[src/rtl/deser_pkg.sv]
// Shared constants and FSM state type for the 8-bit serial-to-parallel deserializer.
// Frame length depends on DESER_PARITY_EN: 8 data bits, plus an even-parity bit when it is defined.
// No logic here; consumed by demux18 and deserializer18.
package deser_pkg;

  localparam int WORD_W = 8;
  localparam int IDX_W  = 4;

`ifdef DESER_PARITY_EN
  localparam int FRAME_LEN = 9;
`else
  localparam int FRAME_LEN = 8;
`endif

  // Index of the bit that closes a frame (the parity bit when parity is enabled).
  localparam logic [IDX_W-1:0] LAST_IDX = IDX_W'(FRAME_LEN - 1);

  typedef enum logic [0:0] {
    COLLECT = 1'b0,
    STALL   = 1'b1
  } state_t;

endpackage

[src/rtl/demux18.sv]
// Decodes the bit index plus accept strobe into one-hot write enables for the assembly register.
// Latency: purely combinational, zero cycles.
// Backpressure: none; an index beyond the data bits (the parity slot) enables nothing.
module demux18
  import deser_pkg::*;
#(
  parameter bit LSB_FIRST = 1'b1
) (
  input  logic [IDX_W-1:0]  idx,
  input  logic              accept,
  output logic [WORD_W-1:0] we
);

  // One enable per register bit; MSB-first mode mirrors the bit position.
  always_comb begin
    we = '0;
    for (int i = 0; i < WORD_W; i++) begin
      if (LSB_FIRST) begin
        we[i] = accept && (idx == IDX_W'(i));
      end else begin
        we[i] = accept && (idx == IDX_W'(WORD_W - 1 - i));
      end
    end
  end

endmodule

[src/rtl/deserializer18.sv]
// Assembles serial bits into 8-bit words; optional even-parity check under macro DESER_PARITY_EN.
// Latency: completed word appears on out_data/out_valid 1 cycle after the final frame bit is accepted.
// Backpressure: in_ready drops only on the final frame bit while the held word is not being taken.
module deserializer18
  import deser_pkg::*;
#(
  parameter bit LSB_FIRST = 1'b1
) (
  input  logic              clk,
  input  logic              rst_n,
  input  logic              in_valid,
  input  logic              in_bit,
  output logic              in_ready,
  input  logic              flush,
  output logic              out_valid,
  output logic [WORD_W-1:0] out_data,
  input  logic              out_ready,
  output logic              parity_err
);

  logic [IDX_W-1:0]  idx;
  logic [WORD_W-1:0] asm_q;
  logic [WORD_W-1:0] asm_next;
  logic [WORD_W-1:0] we;
  state_t            state;
  logic              at_last;
  logic              stall;
  logic              accept;
  logic              frame_done;

  // The final bit can only land if the holding register frees up this same cycle.
  assign at_last    = (idx == LAST_IDX);
  assign stall      = at_last && out_valid && !out_ready;
  // While parked in STALL the word is still held at the last index, so readiness tracks out_ready.
  assign in_ready   = (state == STALL) ? out_ready : !stall;
  assign accept     = in_valid && in_ready && !flush;
  assign frame_done = accept && at_last;

  demux18 #(.LSB_FIRST(LSB_FIRST)) u_demux (
    .idx    (idx),
    .accept (accept),
    .we     (we)
  );

  // Merge the incoming bit into its enabled slot; every other slot holds.
  assign asm_next = (asm_q & ~we) | (we & {WORD_W{in_bit}});

  // Bit index, assembly register and stall state; flush beats input acceptance.
  always_ff @(posedge clk or negedge rst_n) begin
    if (!rst_n) begin
      idx   <= '0;
      asm_q <= '0;
      state <= COLLECT;
    end else if (flush) begin
      idx   <= '0;
      asm_q <= '0;
      state <= COLLECT;
    end else begin
      asm_q <= asm_next;
      state <= stall ? STALL : COLLECT;
      if (accept) begin
        idx <= frame_done ? '0 : idx + 1'b1;
      end
    end
  end

  // Output holding register; a new word and a handshake in the same cycle keep out_valid high.
  always_ff @(posedge clk or negedge rst_n) begin
    if (!rst_n) begin
      out_valid <= 1'b0;
      out_data  <= '0;
    end else if (frame_done) begin
      out_valid <= 1'b1;
      out_data  <= asm_next;
    end else if (out_valid && out_ready) begin
      out_valid <= 1'b0;
    end
  end

`ifdef DESER_PARITY_EN
  // Even parity over 8 data bits plus the parity bit, which is the one arriving now.
  always_ff @(posedge clk or negedge rst_n) begin
    if (!rst_n) begin
      parity_err <= 1'b0;
    end else if (frame_done) begin
      parity_err <= (^asm_q) ^ in_bit;
    end
  end
`else
  assign parity_err = 1'b0;
`endif

endmodule

[config.mk]
export PLATFORM = sky130hd
export DESIGN_NAME = deserializer18
export DESIGN_NICKNAME = d
export VERILOG_FILES = /design/src/rtl/deser_pkg.sv /design/src/rtl/demux18.sv /design/src/rtl/deserializer18.sv
export SDC_FILE = /design/constraint.sdc
export NUM_CORES = 1
export LEC_CHECK = 0
export BUFFER_PORTS_ARGS = -buffer_cell sky130_fd_sc_hd__buf_2
export CAP_MARGIN = 20
export CORE_MARGIN = 3
export CORE_UTILIZATION = 30
export CTS_CLUSTER_SIZE = 24
export DETAILED_ROUTE_END_ITERATION = 12
export SLEW_MARGIN = 10
export SYNTH_ARGS = -nofsm -noshare
export SYNTH_HDL_FRONTEND = slang
export SYNTH_HIERARCHICAL = 1
export SYNTH_SLANG_ARGS = --single-unit
[constraint.sdc]
create_clock -name clk -period 2.8 [get_ports clk]
set_clock_uncertainty 0.05 [all_clocks]
set_input_delay 0.28 -clock clk [delete_from_list [all_inputs] [get_ports clk]]
set_output_delay 0.28 -clock clk [all_outputs]
set_load 0.005 [all_outputs]
==> impl_metrics.py, run 1 <==
metrics = {
    "run_status": {
        "outcome": "finished clean",
    },
    "global_routing": {
        "grt_max_degree": 23,
        "grt-ovfl-total": 0,
        "grt_pass1_wl_um": 3610,
        "grt_pass1_vias": 804,
        "track_usage": 0.108,
        "antenna_found_initial": 0,
    },
    "critical_path": {
        "critical_path_peak_fanout": 9,
        "r2r_cells": 7,
        "required_ps": 2870,
        "arrival_ps": 2540,
        "end_kind": "flop",
        "crit_type": "reg -> reg",
        "start_kind": "flop",
    },
    "placement": {
        "pre_cts_slack_ps": 342,
        "io_buffers": 15,
        "dpl.hpwl_um": 1460,
        "gp_congestion": 0.878,
        "placed_cell_area_mm2": 0.00121,
        "dp_cells": 161,
    },
    "drt": {
        "route.antenna.remaining_nets": 0,
        "num_vias": 773,
        "route.detailed.drc": 0,
        "wl_um": 2060,
        "drt_iter0_markers": 71,
        "wl_per_cell_um": 12.4,
        "via_per_inst": 4.66,
        "first_pass_iters": 4,
    },
    "finish": {
        "design_area_mm2": 0.00129,
        "post-route-util": 0.376,
        "n_antenna_cell": 0,
        "nFillCells": 359,
        "final_cell_mix": "22 x dfrtp_1, 17 x mux2i_1, 16 x nor2_1",
        "layout_commonest_cell": "dfrtp_1",
        "syn2layout_area_growth_pct": 17.0,
        "final_cells": 166,
        "layout-drive-gt1-share": 0.200,
        "nNetsFinal": 128,
    },
    "synthesis": {
        "synthArstFlopShare": 1.00,
        "yosysSeqAreaShare": 0.498,
        "synth_fa_ha_area_frac": 0.0113,
        "avgSynthCellArea_um2": 10.6,
        "synth_xor_area_frac": 0,
        "synthMuxAreaShare": 0.154,
        "ys_ff_latch": 22,
        "synth_largest_area_cell": "dfrtp_1",
        "synthSimpleGateAreaFrac": 0.214,
        "ys_warn_count": 6,
        "syn_nets": 111,
        "synthTopCellsByArea": "dfrtp_1 50%, mux2i_1 15%, nor2_1 5.4%, nand2b_1 4.0%, inv_1 3.1%",
        "synth.cell_area_mm2": 0.00111,
        "synthesis.instances": 104,
        "synth_ff_type": "dfrtp_1",
        "synth_top_family_by_area": "simple AND/OR/NAND/NOR gates",
        "synth_compound_area_frac": 0.0656,
        "yosysUniqueCellTypes": 32,
        "synth-edff-count": 0,
        "synth_top_area_frac": 0.498,
    },
    "min_path": {
        "hold_depth": 3,
        "hp-class": "in -> reg",
    },
    "pwr": {
        "ir_worst_vdd_mv": 0.366,
        "power_mw": 0.684,
        "powerDensity_mw_per_mm2": 529,
        "p_leak_nw": 0.561,
    },
    "clock_tree": {
        "clock-sinks": 22,
        "ctsResizeCount": 0,
        "cts_tree": "done",
        "cts_buffers": 3,
        "clk_pin_slew_ps": 80,
        "clockBufferDepth": 2,
        "htreeDepth": 1,
        "insertion_delay_ps": 260,
        "clockRootBuffer": "clkbuf_8",
    },
    "timing": {
        "finalHoldWorstSlack_ps": 285,
        "min_period_over_period": 0.880,
        "min_period_ps": 2460,
        "tightest_slew_ps": 754,
        "finalHoldViolations": 0,
        "rsz0062_at_grt": "no",
        "finalSetupViolations": 0,
        "setup_tns_ps": 0,
        "slew_violations": 0,
        "max-slew-margin-rel": 0.494,
        "clock.fmax_mhz": 406,
        "setup_slack_ps": 335,
    },
    "die": {
        "die_area_mm2": 0.00445,
        "core_mm2": 0.00344,
        "die_y_um": 66.7,
        "start_util": 0.321,
        "die_w_um": 66.7,
        "ios": 17,
        "rows": 21,
    },
    "flow_run": {
        "maxCapViolations": 0,
    },
}
==> path summary, 6_finish.rpt <==
check                       startpoint          end  slack (ps)
min                           in_valid       idx[0]         290
max reg2reg                     idx[0]  out_data[2]         340
max                             idx[0]  out_data[2]         340
max in group asynchronous        rst_n  out_data[7]        1890
min reg2reg                out_data[4]  out_data[4]         470
min in group asynchronous        rst_n       idx[2]         460
==> cell type report <==
class | instances | area, µm² | area share
multi-input cells | 69 | 495 | 0.383
clock buffers | 3 | 41.3 | 0.0319
inverters | 9 | 33.8 | 0.0261
well taps | 46 | 57.6 | 0.0445
repair buffers | 16 | 85.1 | 0.0658
flip-flops and latches | 22 | 551 | 0.426
clock inverters | 1 | 30.0 | 0.0232
==> state kept, by name, indices dropped and copies added, names as in the netlist <==
signal,flops
asm_q,8
idx,4
out_data,8
state,1
out_valid,1
==> report_power, final <==
| group | switching, mW | total [mW] | leakage (nW) | internal [mW] |
|---|---|---|---|---|
| clock network | 0.106 | 0.297 | 0.0357 | 0.191 |
| registers | 0.00941 | 0.337 | 0.275 | 0.327 |
| logic | 0.0293 | 0.0503 | 0.250 | 0.0210 |
| total | 0.145 | 0.684 | 0.561 | 0.539 |
==> Yosys cell counts, types with 2 or more instances <==
master and instances:
a211oi_1 2, nand2b_1 7, nor3_1 2, dfrtp_1 22, mux2i_1 17, a21oi_1 3
inv_1 9, clkbuf_1 2, nor2_1 16, o31ai_1 2
==> layer usage <==
metal / global-route usage / vias up / share of wire
met5: 0 / - / 0
li1: - / 380 / -
met4: 0.0254 / 0 / 0.0073
met3: 0.0438 / 2 / 0.056
met2: 0.166 / 17 / 0.46
met1: 0.141 / 374 / 0.48
==> critical path: stages (launching register included) <==
cell      delay (ps)
dfrtp_1          480
ha_1             310
and3b_1          240
a211oi_1         280
or3b_4           450
nor2_1           180
mux2i_1          240
mux2i_1          100
==> cell families (layout without fill, tap and decap cells) <==
| family | after synthesis | after routing |
|---|---|---|
| and+or+nand+nor | 39 | 39 |
| muxes | 17 | 17 |
| adders and majority gates | 1 | 1 |
| DFF | 22 | 22 |
| buffers and inverters | 13 | 29 |
| other | 1 | 1 |
| AOI/OAI and AO/OA | 11 | 11 |
==> timing repair <==
item / in CTS / in global routing
setup endpoints to repair: 0 / 0
buffers inserted: 0 / 0
hold endpoints to repair: 22 / 0
hold buffers: 1 / 0
Power figures use the tool's default switching activity.
==> run 2: changes to the inputs <==
Settings changed: CELL_PAD_IN_SITES_DETAIL_PLACEMENT from default to 0, CELL_PAD_IN_SITES_GLOBAL_PLACEMENT from default to 2, PLACE_DENSITY_LB_ADDON from default to 0.1.
==> run 2 against run 1 <==
Compared with the run above:
- worst hold slack worse by 5.6 ps
- final area is 1.2% higher
- sequential share of layout area is 0.49 points lower
- register-to-register slack hardly changed
- clock power hardly changed
- highest routed layer unchanged
- wire length is 3.9% higher
- global-route usage hardly changed
- flip-flop and latch count stayed put
- critical endpoint is now out_data[3]
- first-iteration DRC count is 85% lower
- largest cell class unchanged
- die area stayed put
==> impl_metrics.py, run 2 (synthesized netlist as in run 1, its figures left out) <==
metrics = {
    "die": {
        "core_mm2": 0.00344,
        "die_w_um": 66.7,
        "rows": 21,
        "ios": 17,
        "die_y_um": 66.7,
        "start_util": 0.321,
        "die_area_mm2": 0.00445,
    },
    "placement": {
        "gp_congestion": 0.729,
        "io_buffers": 15,
        "dp_cells": 163,
        "dpl.hpwl_um": 1520,
    },
    "timing": {
        "slew_violations": 0,
        "min_period_over_period": 0.879,
        "clock.fmax_mhz": 406,
        "finalSetupViolations": 0,
        "setup_tns_ps": 0,
        "finalHoldViolations": 0,
        "rsz0062_at_grt": "no",
        "min_period_ps": 2460,
    },
    "finish": {
        "post-route-util": 0.380,
        "nNetsFinal": 130,
        "nFillCells": 358,
        "final_cell_mix": "22 x dfrtp_1, 17 x mux2i_1, 16 x nor2_1",
        "n_antenna_cell": 0,
        "syn2layout_area_growth_pct": 18.3,
        "final_cells": 168,
        "biggestRegsByFlops": "asm_q: 8 flops, out_data: 8 flops, idx: 4 flops",
        "layout_commonest_cell": "dfrtp_1",
        "layout-drive-gt1-share": 0.213,
    },
    "critical_path": {
        "critical_path_peak_fanout": 9,
        "start_kind": "flop",
        "crit_type": "reg -> reg",
        "arrival_ps": 2560,
        "end_kind": "flop",
        "required_ps": 2890,
    },
    "pwr": {
        "powerDensity_mw_per_mm2": 523,
        "intPower_mw": 0.539,
        "ir_worst_vdd_mv": 0.260,
        "power_mw": 0.685,
        "power_switching_mw": 0.145,
        "p_seq_frac": 0.491,
        "p_leak_nw": 0.572,
        "pwr-share-comb": 0.074,
        "switching_share": 0.212,
        "clkPwrFrac": 0.435,
    },
    "clock_tree": {
        "cts_buffers": 3,
        "insertion_delay_ps": 260,
        "htreeDepth": 1,
        "clockRootBuffer": "clkbuf_8",
        "clk_pin_slew_ps": 80,
        "clock-sinks": 22,
        "clockBufferDepth": 2,
        "cts_tree": "done",
    },
    "global_routing": {
        "grt_pass1_vias": 702,
        "grt_max_degree": 23,
        "antenna_found_initial": 0,
        "track_usage": 0.108,
        "grt_pass1_wl_um": 3600,
        "grt-ovfl-total": 0,
    },
    "min_path": {
        "hp-class": "in -> reg",
    },
    "flow_run": {
        "maxCapViolations": 0,
    },
    "drt": {
        "route.detailed.drc": 0,
        "route.antenna.remaining_nets": 0,
        "num_vias": 762,
        "drt_iter0_markers": 11,
        "via_per_inst": 4.54,
        "wl_um": 2140,
        "first_pass_iters": 4,
        "wl_per_cell_um": 12.7,
    },
    "run_status": {
        "outcome": "finished clean",
    },
}
-- run 2: cell count changes in the layout (fill, tap and decap cells not counted) --
cell   change
buf_4      +2
-- run 2: timing repair --
action | CTS | global route
setup buffers | 0 | 0
hold buffers | 1 | 0
setup endpoints to repair | 0 | 0
resized for setup | 0 | 0
endpoints found under the hold margin | 22 | 0
-- run 2: worst max-delay path: stages, from the launching register on --
cell	delay [ps]
dfrtp_1	480
ha_1	300
and3b_1	230
a211oi_1	290
or3b_4	450
nor2_1	190
mux2i_1	260
mux2i_1	100
-- run 2: worst paths after layout --
| kind | from | endpoint | slack [ps] | depth (start not counted) |
|---|---|---|---|---|
| setup reg to reg | idx[0] | out_data[3] | 340 | 7 |
| max in group asynchronous | rst_n | asm_q[0] | 1910 | 2 |
| hold reg to reg | out_data[7] | out_data[7] | 470 | 2 |
| hold / removal | in_valid | idx[0] | 280 | 3 |
| min in group asynchronous | rst_n | idx[2] | 460 | 2 |
| setup / recovery | idx[0] | out_data[3] | 340 | 7 |
-- run 2: layer usage --
layer  wire, µm  GRT usage  up-vias
met5          0          0        -
met4          8     0.0305        0
met3         64     0.0202        2
met2        933      0.153        9
met1       1140      0.165      365
li1           -          -      386
-- run 2: power by group through the flow --
stage / sequential, mW / combinational [mW] / clock [mW]
floorplan: 0.342 / 0.0282 / 0
global placement: 0.342 / 0.0526 / 0
detailed placement: 0.342 / 0.0516 / 0
CTS: 0.336 / 0.0529 / 0.309
global route: 0.338 / 0.0589 / 0.321
finish: 0.336 / 0.0508 / 0.298
-- run 2: layout make-up --
cell class | count | area, µm² | area share
Sequential cell | 22 | 551 | 0.421
Multi-Input combinational cell | 69 | 495 | 0.379
Timing Repair Buffer | 18 | 100 | 0.0765
Tap cell | 46 | 57.6 | 0.0440
Clock buffer | 3 | 41.3 | 0.0315
Inverter | 9 | 33.8 | 0.0258
Clock inverter | 1 | 30.0 | 0.0229
-- run 2: through the flow --
step	hold WS (ps)	setup WS, ps	cell area (µm²)
2_1_floorplan	-65.6	602	1110
3_3_place_gp	234	393	1230
3_5_place_dp	236	343	1230
4_1_cts	284	330	1310
5_1_grt	313	154	1310
6_report	280	339	1310
==> run 3: changes to the inputs <==
Settings changed: SETUP_SLACK_MARGIN from default to 0.5.
Clock period 2.8 ns to 2.7 ns, I/O delays scaled along.
==> run 3 against run 2 <==
Compared with the run above:
- combinational power rose by 43%
- cell count rose by 4.2%
- register-to-register slack improved by 190 ps
- critical path type unchanged
- highest routed layer unchanged
==> impl_metrics.py, run 3 (synthesized netlist as in run 1, its figures left out) <==
metrics = {
    "min_path": {
        "hp-class": "in -> reg",
        "min_from": "in_valid",
        "hold_end": "idx[0]",
        "hold_depth": 3,
    },
    "die": {
        "rows": 21,
        "core_mm2": 0.00344,
        "die_area_mm2": 0.00445,
        "start_util": 0.321,
        "ios": 17,
        "die_w_um": 66.7,
        "die_y_um": 66.7,
    },
    "clock_tree": {
        "cts_buffers": 3,
        "clock-sinks": 22,
        "insertion_delay_ps": 260,
        "clockRootBuffer": "clkbuf_8",
        "cts_tree": "done",
        "clk_pin_slew_ps": 90,
        "clockBufferDepth": 2,
        "htreeDepth": 1,
    },
    "timing": {
        "clock.fmax_mhz": 461,
        "rsz0062_at_grt": "yes",
        "finalHoldWorstSlack_ps": 270,
        "setup_tns_ps": 0,
        "min_period_ps": 2170,
        "min_period_over_period": 0.804,
        "slew_violations": 0,
        "finalSetupViolations": 0,
        "finalHoldViolations": 0,
    },
    "placement": {
        "placed_cell_area_mm2": 0.00123,
        "io_buffers": 15,
        "gp_congestion": 0.729,
        "dpl.hpwl_um": 1520,
    },
    "critical_path": {
        "slowest_delay_ps": 480,
        "crit_type": "reg -> reg",
        "critical_path_peak_fanout": 4,
        "path_buf_inv": 0,
        "arrival_ps": 2270,
        "path_cells": "ha_4, and3b_2, a211oi_2, or3b_4, nor2_4, mux2i_2, mux2i_1",
        "end_kind": "flop",
        "start_kind": "flop",
        "critical-path-top-delay-family": "simple AND/OR/NAND/NOR gates",
        "cp_slowest_cell": "or3b_4",
        "r2r_cells": 7,
        "required_ps": 2800,
        "reg2reg_to": "out_data[1]",
        "r2r_slack_ps": 530,
        "rr_startpoint": "idx[0]",
    },
    "finish": {
        "layout-drive-gt1-share": 0.349,
        "final_cell_mix": "20 x dfrtp_1, 15 x buf_2, 14 x mux2i_1",
        "nNetsFinal": 137,
        "biggestRegsByFlops": "asm_q: 8 flops, out_data: 8 flops, idx: 4 flops",
        "syn2layout_area_growth_pct": 29.1,
        "n_antenna_cell": 0,
        "layout_commonest_cell": "dfrtp_1",
        "design_area_mm2": 0.00143,
    },
    "drt": {
        "route.detailed.drc": 0,
        "drt_iter0_markers": 10,
        "num_vias": 813,
        "via_per_inst": 4.65,
        "first_pass_iters": 4,
        "route.antenna.remaining_nets": 0,
        "wl_per_cell_um": 13.2,
        "wl_um": 2310,
    },
    "pwr": {
        "p_leak_nw": 0.608,
        "power_mw": 0.732,
        "powerDensity_mw_per_mm2": 513,
        "ir_worst_vdd_mv": 0.273,
    },
    "global_routing": {
        "grt_max_degree": 23,
        "grt-ovfl-total": 0,
        "antenna_found_initial": 0,
        "grt_pass1_vias": 743,
        "track_usage": 0.113,
        "grt_pass1_wl_um": 3730,
    },
    "run_status": {
        "outcome": "finished clean",
    },
    "flow_run": {
        "maxCapViolations": 0,
    },
}
==> run 3: cell types whose count changed in the layout (fill, tap and decap cells not counted), sizes merged <==
cell / before / now
buf: 17 / 24
==> run 3: final cells by class <==
class	instances	area [µm²]
Clock buffer	3	41.3
Clock inverter	1	30.0
Fill cell	346	2010
Inverter	9	33.8
Multi-Input combinational cell	69	559
Sequential cell	22	553
Tap cell	46	57.6
Timing Repair Buffer	25	153
==> run 3: timing repair <==
| action | 4_1_cts | 5_1_grt |
|---|---|---|
| buffers inserted | 2 | 5 |
| hold buffers | 1 | 0 |
| gates resized for setup | 6 | 11 |
| setup endpoints to repair | 10 | 9 |
| hold endpoints to repair | 22 | 0 |
| pin swaps | 0 | 3 |
==> run 3: worst max-delay path by stage <==
stage / startpoint / cells after the start / endpoint / slack, ps
2_1_floorplan: idx[0] / 7 / out_data[0] / 500
3_3_place_gp: idx[0] / 7 / out_data[3] / 290
3_5_place_dp: idx[0] / 7 / out_data[3] / 240
4_1_cts: idx[0] / 7 / out_data[3] / 500
5_1_grt: idx[0] / 7 / out_data[0] / 430
6_report: idx[0] / 7 / out_data[1] / 530
==> run 3: routing by layer <==
metal,part of all wire,vias up,track usage
met1,0.50,401,0.166
met3,0.029,2,0.0202
met2,0.46,12,0.167
met5,0,-,0
met4,0.0035,0,0.0305
li1,-,398,-
==> run 3: power by group <==
group	internal (mW)	leakage, nW	switching, mW	total (mW)
logic	0.0308	0.300	0.0419	0.0727
clock network	0.198	0.0357	0.116	0.314
registers	0.340	0.272	0.00616	0.346
==> run 3: worst min-delay path: stages <==
cell     delay [ps]
buf_2           120
nand4_1          80
o21ai_0          80
==> run 3: through the flow <==
stage                util  worst slack (ps)  instances
CTS                 0.389               502        170
floorplan               -               502        104
detailed placement  0.357               243        163
global route        0.415               435        175
global placement    0.357               293        163
finish              0.415               530        175
